[src/rtl/jtvigil_rom_arb_pkg.sv]
// Shared definitions for the jtvigil ROM slot arbiter.
// Holds the FSM state encoding, the client index constants and the
// round-robin pick helper used by the arbiter top level.
package jtvigil_rom_arb_pkg;

  typedef enum logic [1:0] {
    ST_IDLE = 2'd0,
    ST_REQ  = 2'd1,
    ST_DROP = 2'd2,
    ST_GAP  = 2'd3
  } arb_state_t;

  localparam logic CLIENT0 = 1'b0;  // object line drawer
  localparam logic CLIENT1 = 1'b1;  // scroll/tile fetcher

  // Round-robin choice: a lone pending client wins outright; on a tie the
  // client that was not served last wins.
  function automatic logic pick_client(input logic pend0, input logic pend1,
                                       input logic last_gnt);
    logic sel;
    if (pend0 && pend1) begin
      sel = ~last_gnt;
    end else if (pend0) begin
      sel = CLIENT0;
    end else begin
      sel = CLIENT1;
    end
    return sel;
  endfunction

endpackage

[src/rtl/jtvigil_rom_arb_cache.sv]
// One-entry hit cache for a single ROM fetch client.
// Keeps the last address served to the client, its data and a valid flag.
// Ports:
//   clk, rst      clock, asynchronous active-high reset
//   cs_i, addr_i  client request and address
//   load_i        capture load_addr_i/load_data_i and mark the entry valid
//   data_o        latched data returned to the client
//   hit_o         entry valid and address matches (ignores cs_i)
//   ok_o          client is requesting and hits the entry
module jtvigil_rom_arb_cache #(
  parameter int AW = 18,
  parameter int DW = 32
) (
  input  logic          clk,
  input  logic          rst,
  input  logic          cs_i,
  input  logic [AW-1:0] addr_i,
  input  logic          load_i,
  input  logic [AW-1:0] load_addr_i,
  input  logic [DW-1:0] load_data_i,
  output logic [DW-1:0] data_o,
  output logic          hit_o,
  output logic          ok_o
);

  logic [AW-1:0] la_q, la_d;
  logic [DW-1:0] data_q, data_d;
  logic          v_q, v_d;

  always_comb begin
    la_d   = la_q;
    data_d = data_q;
    v_d    = v_q;
    if (load_i) begin
      la_d   = load_addr_i;
      data_d = load_data_i;
      v_d    = 1'b1;
    end
  end

  // The entry only ever invalidates on reset; a new address forces a refetch.
  always_ff @(posedge clk or posedge rst) begin
    if (rst) begin
      la_q   <= '0;
      data_q <= '0;
      v_q    <= 1'b0;
    end else begin
      la_q   <= la_d;
      data_q <= data_d;
      v_q    <= v_d;
    end
  end

  assign hit_o  = v_q && (addr_i == la_q);
  assign ok_o   = cs_i && hit_o;
  assign data_o = data_q;

endmodule

[src/rtl/jtvigil_rom_arb.sv]
// Two-client arbiter for a single SDRAM ROM slot.
// Client 0 (object line drawer) and client 1 (scroll/tile fetcher) each get
// a private cs/addr/data/ok port backed by a one-entry hit cache. Misses are
// sequenced onto the SDRAM slot round-robin; sd_ok is masked for OKDLY
// cycles after issue so a stale ok from the previous access is never taken.
// Ports:
//   rst, clk                 asynchronous active-high reset, clock
//   c0_cs/c0_addr/c0_data/c0_ok   client 0 port
//   c1_cs/c1_addr/c1_data/c1_ok   client 1 port
//   sd_cs/sd_addr/sd_data/sd_ok   SDRAM slot port
//   busy                     a transaction is in flight (state != IDLE)
module jtvigil_rom_arb
  import jtvigil_rom_arb_pkg::*;
#(
  parameter int AW    = 18,
  parameter int DW    = 32,
  parameter int OKDLY = 2
) (
  input  logic          rst,
  input  logic          clk,
  input  logic          c0_cs,
  input  logic [AW-1:0] c0_addr,
  output logic [DW-1:0] c0_data,
  output logic          c0_ok,
  input  logic          c1_cs,
  input  logic [AW-1:0] c1_addr,
  output logic [DW-1:0] c1_data,
  output logic          c1_ok,
  output logic          sd_cs,
  output logic [AW-1:0] sd_addr,
  input  logic [DW-1:0] sd_data,
  input  logic          sd_ok,
  output logic          busy
);

  localparam int AGEW = (OKDLY < 1) ? 1 : $clog2(OKDLY + 1);
  localparam logic [AGEW-1:0] AGE_MAX = AGEW'(OKDLY);

  arb_state_t    state_q, state_d;
  logic          gnt_q, gnt_d;
  logic          last_gnt_q, last_gnt_d;
  logic [AGEW-1:0] age_q, age_d;
  logic          sd_cs_q, sd_cs_d;
  logic [AW-1:0] sd_addr_q, sd_addr_d;

  logic          hit0, hit1;
  logic          pend0, pend1;
  logic          load0, load1;
  logic          g_cs;
  logic [AW-1:0] g_addr;
  logic          g_match;
  logic          qual_ok;
  logic          pick;

  jtvigil_rom_arb_cache #(.AW(AW), .DW(DW)) u_cache0 (
    .clk        (clk),
    .rst        (rst),
    .cs_i       (c0_cs),
    .addr_i     (c0_addr),
    .load_i     (load0),
    .load_addr_i(sd_addr_q),
    .load_data_i(sd_data),
    .data_o     (c0_data),
    .hit_o      (hit0),
    .ok_o       (c0_ok)
  );

  jtvigil_rom_arb_cache #(.AW(AW), .DW(DW)) u_cache1 (
    .clk        (clk),
    .rst        (rst),
    .cs_i       (c1_cs),
    .addr_i     (c1_addr),
    .load_i     (load1),
    .load_addr_i(sd_addr_q),
    .load_data_i(sd_data),
    .data_o     (c1_data),
    .hit_o      (hit1),
    .ok_o       (c1_ok)
  );

  assign pend0 = c0_cs && !hit0;
  assign pend1 = c1_cs && !hit1;
  assign pick  = pick_client(pend0, pend1, last_gnt_q);

  // The granted client must still want exactly the address on the slot,
  // otherwise the returning data belongs to nobody.
  assign g_cs    = (gnt_q == CLIENT1) ? c1_cs   : c0_cs;
  assign g_addr  = (gnt_q == CLIENT1) ? c1_addr : c0_addr;
  assign g_match = g_cs && (g_addr == sd_addr_q);
  assign qual_ok = sd_ok && (age_q == AGE_MAX);

  always_comb begin
    state_d    = state_q;
    gnt_d      = gnt_q;
    last_gnt_d = last_gnt_q;
    age_d      = age_q;
    sd_cs_d    = sd_cs_q;
    sd_addr_d  = sd_addr_q;
    load0      = 1'b0;
    load1      = 1'b0;
    case (state_q)
      ST_IDLE: begin
        if (pend0 || pend1) begin
          gnt_d     = pick;
          sd_addr_d = (pick == CLIENT1) ? c1_addr : c0_addr;
          sd_cs_d   = 1'b1;
          age_d     = '0;
          state_d   = ST_REQ;
        end
      end
      ST_REQ: begin
        if (age_q != AGE_MAX) age_d = age_q + AGEW'(1);
        if (!g_match) begin
          // The SDRAM request cannot be withdrawn; if its ok is already
          // qualified this cycle, discard it right away.
          if (qual_ok) begin
            sd_cs_d    = 1'b0;
            last_gnt_d = gnt_q;
            state_d    = ST_GAP;
          end else begin
            state_d = ST_DROP;
          end
        end else if (qual_ok) begin
          load0      = (gnt_q == CLIENT0);
          load1      = (gnt_q == CLIENT1);
          sd_cs_d    = 1'b0;
          last_gnt_d = gnt_q;
          state_d    = ST_GAP;
        end
      end
      ST_DROP: begin
        if (age_q != AGE_MAX) age_d = age_q + AGEW'(1);
        if (qual_ok) begin
          sd_cs_d    = 1'b0;
          last_gnt_d = gnt_q;
          state_d    = ST_GAP;
        end
      end
      ST_GAP: begin
        // One low cycle on sd_cs so the controller sees a fresh edge.
        state_d = ST_IDLE;
      end
      default: state_d = ST_IDLE;
    endcase
  end

  always_ff @(posedge clk or posedge rst) begin
    if (rst) begin
      state_q    <= ST_IDLE;
      gnt_q      <= CLIENT0;
      last_gnt_q <= CLIENT1;  // client 0 wins the first tie
      age_q      <= '0;
      sd_cs_q    <= 1'b0;
      sd_addr_q  <= '0;
    end else begin
      state_q    <= state_d;
      gnt_q      <= gnt_d;
      last_gnt_q <= last_gnt_d;
      age_q      <= age_d;
      sd_cs_q    <= sd_cs_d;
      sd_addr_q  <= sd_addr_d;
    end
  end

  assign sd_cs   = sd_cs_q;
  assign sd_addr = sd_addr_q;
  assign busy    = (state_q != ST_IDLE);

endmodule

[config.mk]
export PLATFORM = sky130hd
export DESIGN_NAME = jtvigil_rom_arb
export DESIGN_NICKNAME = d
export VERILOG_FILES = /design/src/rtl/jtvigil_rom_arb_pkg.sv /design/src/rtl/jtvigil_rom_arb_cache.sv /design/src/rtl/jtvigil_rom_arb.sv
export SDC_FILE = /design/constraint.sdc
export NUM_CORES = 1
export LEC_CHECK = 0
export ABC_CLOCK_PERIOD_IN_PS = 9110
export CAP_MARGIN = 20
export CORE_ASPECT_RATIO = 1.5
export CORE_MARGIN = 2
export CORE_UTILIZATION = 35
export DETAILED_ROUTE_END_ITERATION = 6
export GPL_TIMING_DRIVEN = 0
export SETUP_SLACK_MARGIN = 0.3
export SLEW_MARGIN = 5
export SYNTH_ARGS = -nofsm -noshare
export SYNTH_HDL_FRONTEND = slang
export SYNTH_SLANG_ARGS = --single-unit
[constraint.sdc]
create_clock -name clk -period 9.11 [get_ports clk]
set_input_delay 0.911 -clock clk [delete_from_list [all_inputs] [get_ports clk]]
set_output_delay 0.911 -clock clk [all_outputs]
set_load 0.01 [all_outputs]
==> impl_metrics.toml <==
[setup_path]
critical_path.max_stage_delay_ps = 670
cpMaxStageDelayCell = "or4b_2"
reg2reg_depth = 7
end_kind = "output port"
rr_endpoint = "sd_addr[15]$_DFFE_PP0P_"
crit_type = "primary input to output port"
crit_required_ps = 8200
r2r-start = "u_cache1.la_q[10]$_DFFE_PP0P_"
r2r_slack_ps = 5650
critPathMaxFanout = 3
critPathLaunchType = "primary input"
arrival_ps = 3420
crit_path_frequent_cell = "clkdlybuf4s50_1"
crit_chain = "clkdlybuf4s50_1 > xor2_1 > or4b_2 > nor4_1 > and3_1 > clkdlybuf4s50_1"

[die]
start_util_pct = 35.8
pin_count = 159
core_area_sq_um = 17400
die_h_microns = 168
rows = 59
dieWidth_microns = 113
die_area_sq_um = 18900

[sta]
skew_ps = 8.82
fin_setup_tns_ps = 0
period_share_pct = 47.6
drv_slew = 0
hold_viol = 0
grt_setup_unrepaired = "no"
finalSetupViolations = 0
setup_ws_ps = 4780
maxSlewHeadroom_pct = 26.1
fmax_mhz = 231
worst_pin_slew_ps = 1110
min_period_ps = 4330

[clocking]
cts.sinks = 127
cts_max_path_buffers = 2
cts_tree = "built"
postCtsSetupBuffers = 0
h-tree-depth = 4
clk_latency_ps = 410
path_clk_slew_ps = 60
ctsHoldBuffers = 0
cts_inserted_buffers = 17
cts_resized = 0
root_buffer = "clkbuf_16"

[synthesis]
yosys.area.top_type = "dfrtp_1"
synthXorXnorAreaFrac_pct = 7.44
muxShareOfSynthArea_pct = 21.5
yosysUniqueCellTypes = 44
syn-cell-area_sq_um = 6240
synth_edf_count = 0
yosys-top-cells-area = "dfrtp_1 51%, mux2_2 16%, xnor2_1 6.0%, mux2i_1 2.7%, a31oi_1 2.4%"
syn_nets = 579
ys_seq_area_share_pct = 51.0
synth_compound_area_share_pct = 5.82
synthAdderAreaFrac_pct = 1.00
syn_inst = 501
yosysTopAreaCellShare_pct = 50.5
async_flop_share_pct = 100
synthFlopType = "dfrtp_1"
yosys_register_bits = 127
syn_avg_cell_area_sq_um = 12.5
yosys_warnings = 0
synthSimpleGateAreaFrac_pct = 9.67
synth_top_family_by_area = "multiplexers"

[status]
status = "finished, violations left"
violations = "DRC"

[routing]
viasPerCell = 5.44
drt-pass1-iter-count = 7
wl_per_cell_microns = 21.5
drt_drc_violations_left = 8
dr_total_vias = 4927
wirelength_mm = 19.5
ant_nets = 0
drtIter0Drc = 320

[place]
dp_hpwl_mm = 14.3
dp_slack_ps = 4770
globalplace.congestion = 0.949
numPortBuffers = 158
placed_cells = 873

[finish]
fin_nets = 757
fin_cells = 905
area_growth_syn_to_layout_pct = 39.6
num-fill-cells = 1569
n_antenna_cell = 0
drive_gt1_share_pct = 22.1

[hold_path]
hold_end = "u_cache0.data_o[31]$_DFFE_PP0P_"
holdPathStages = 1
hold_path.class = "register to register"
hp-start = "u_cache0.data_o[31]$_DFFE_PP0P_"

[power_and_ir_drop]
p_leak_nw = 3.84
peakVddDrop_uv = 122
power_density_nw_per_um2 = 225

[global_routing]
grt_pass1_wl_mm = 30.7
grt_antenna_before_repair = 0
overflow = 0
grt_pass1_vias = 5424
grt_max_degree = 80
grt_usage_pct = 21.2

[job]
drv_cap = 0
-- cell type report --
class	instances	area, sq um	area share [%]
flip-flops and latches	127	3180	36.5
multi-input cells	341	2830	32.5
repair buffers	159	1610	18.5
clock buffers	18	429	4.93
well taps	213	267	3.06
plain buffers	25	195	2.24
clock inverters	14	159	1.82
inverters	8	35.0	0.402
-- critical path: cells and delay by family --
family,cells,cell delay (ps)
buffers and inverters,2,1040
xor gates and xnor gates,1,220
and+or+nand+nor,3,1250
-- state kept, by name (all words and copies together), names as in the netlist --
register         cells
u_cache0.data_o     32
u_cache1.data_o     32
sd_addr             18
u_cache0.la_q       18
u_cache1.la_q       18
age_q                2
state_q              2
gnt_q                1
last_gnt_q           1
sd_cs                1
u_cache0.v_q         1
u_cache1.v_q         1
-- synthesized netlist by cell type (all sizes together) (10+ instances only) --
library cell  number
dfrtp            126
mux2             101
xnor2             43
nor3              27
nand3             26
a31oi             24
o21ai             21
mux2i             17
buf               13
nand4             13
clkbuf            12
xor2              10
-- power by group --
group	total, W	switching [W]	internal [W]
clock network	0.000672	0.000266	0.000406
registers	0.000694	0.0000734	0.000620
logic	0.000596	0.000331	0.000266
total	0.00196	0.000670	0.00129
-- worst max-delay path by stage --
stage | startpoint | end | cells after the start
6_report | c0_addr[15] | c0_ok | 6
2_1_floorplan | rst | age_q[0]$_DFFE_PP0P_ | 1
3_3_place_gp | rst | sd_addr[4]$_DFFE_PP0P_ | 2
3_5_place_dp | c1_addr[11] | sd_addr[15]$_DFFE_PP0P_ | 8
5_1_grt | c0_addr[15] | c0_ok | 6
4_1_cts | c0_addr[15] | c0_ok | 6
-- layout by cell type, fill, tap and decap left out, types with 5 or more instances in the layout --
| cell | n |
|---|---|
| dfrtp_1 | 126 |
| nand4_1 | 13 |
| and3_1 | 5 |
| o21ai_0 | 19 |
| clkbuf_16 | 17 |
| nor2_1 | 8 |
| clkinvlp_4 | 5 |
| mux2_4 | 9 |
| ha_1 | 5 |
| mux2_2 | 90 |
| inv_1 | 7 |
| nand2_1 | 7 |
| nor4_1 | 9 |
| nand3_1 | 25 |
| xor2_1 | 10 |
| nor3_1 | 25 |
| xnor2_1 | 43 |
| clkbuf_1 | 13 |
| mux2i_1 | 17 |
| buf_6 | 12 |
| clkdlybuf4s50_1 | 158 |
| a31oi_1 | 24 |
-- routing by layer --
layer	share of wire, %	track usage, %
met3	7.7	6.66
met2	50	35.6
met5	0	0
met4	4.3	10.4
met1	38	24.3
-- per-stage QoR --
step | util (%) | hold slack (ps) | total power, W | area (sq um)
after CTS | 50.0 | 508 | 0.00197 | 8710
after global routing | 50.0 | 524 | 0.00206 | 8710
after global placement | 46.4 | 473 | 0.00127 | 8090
final | 50.0 | 502 | 0.00196 | 8710
after detailed placement | 46.6 | 495 | 0.00129 | 8120
after floorplan | - | 462 | 0.00102 | 6240
-- cell families (layout without fill, tap and decap cells) --
group	Yosys count	after routing
mux	118	118
simple gates	106	106
compound gates	59	59
flops	127	127
xor+xnor	53	53
fa+ha+maj	5	5
buf+inv	33	224
Power figures use the tool's default switching activity.
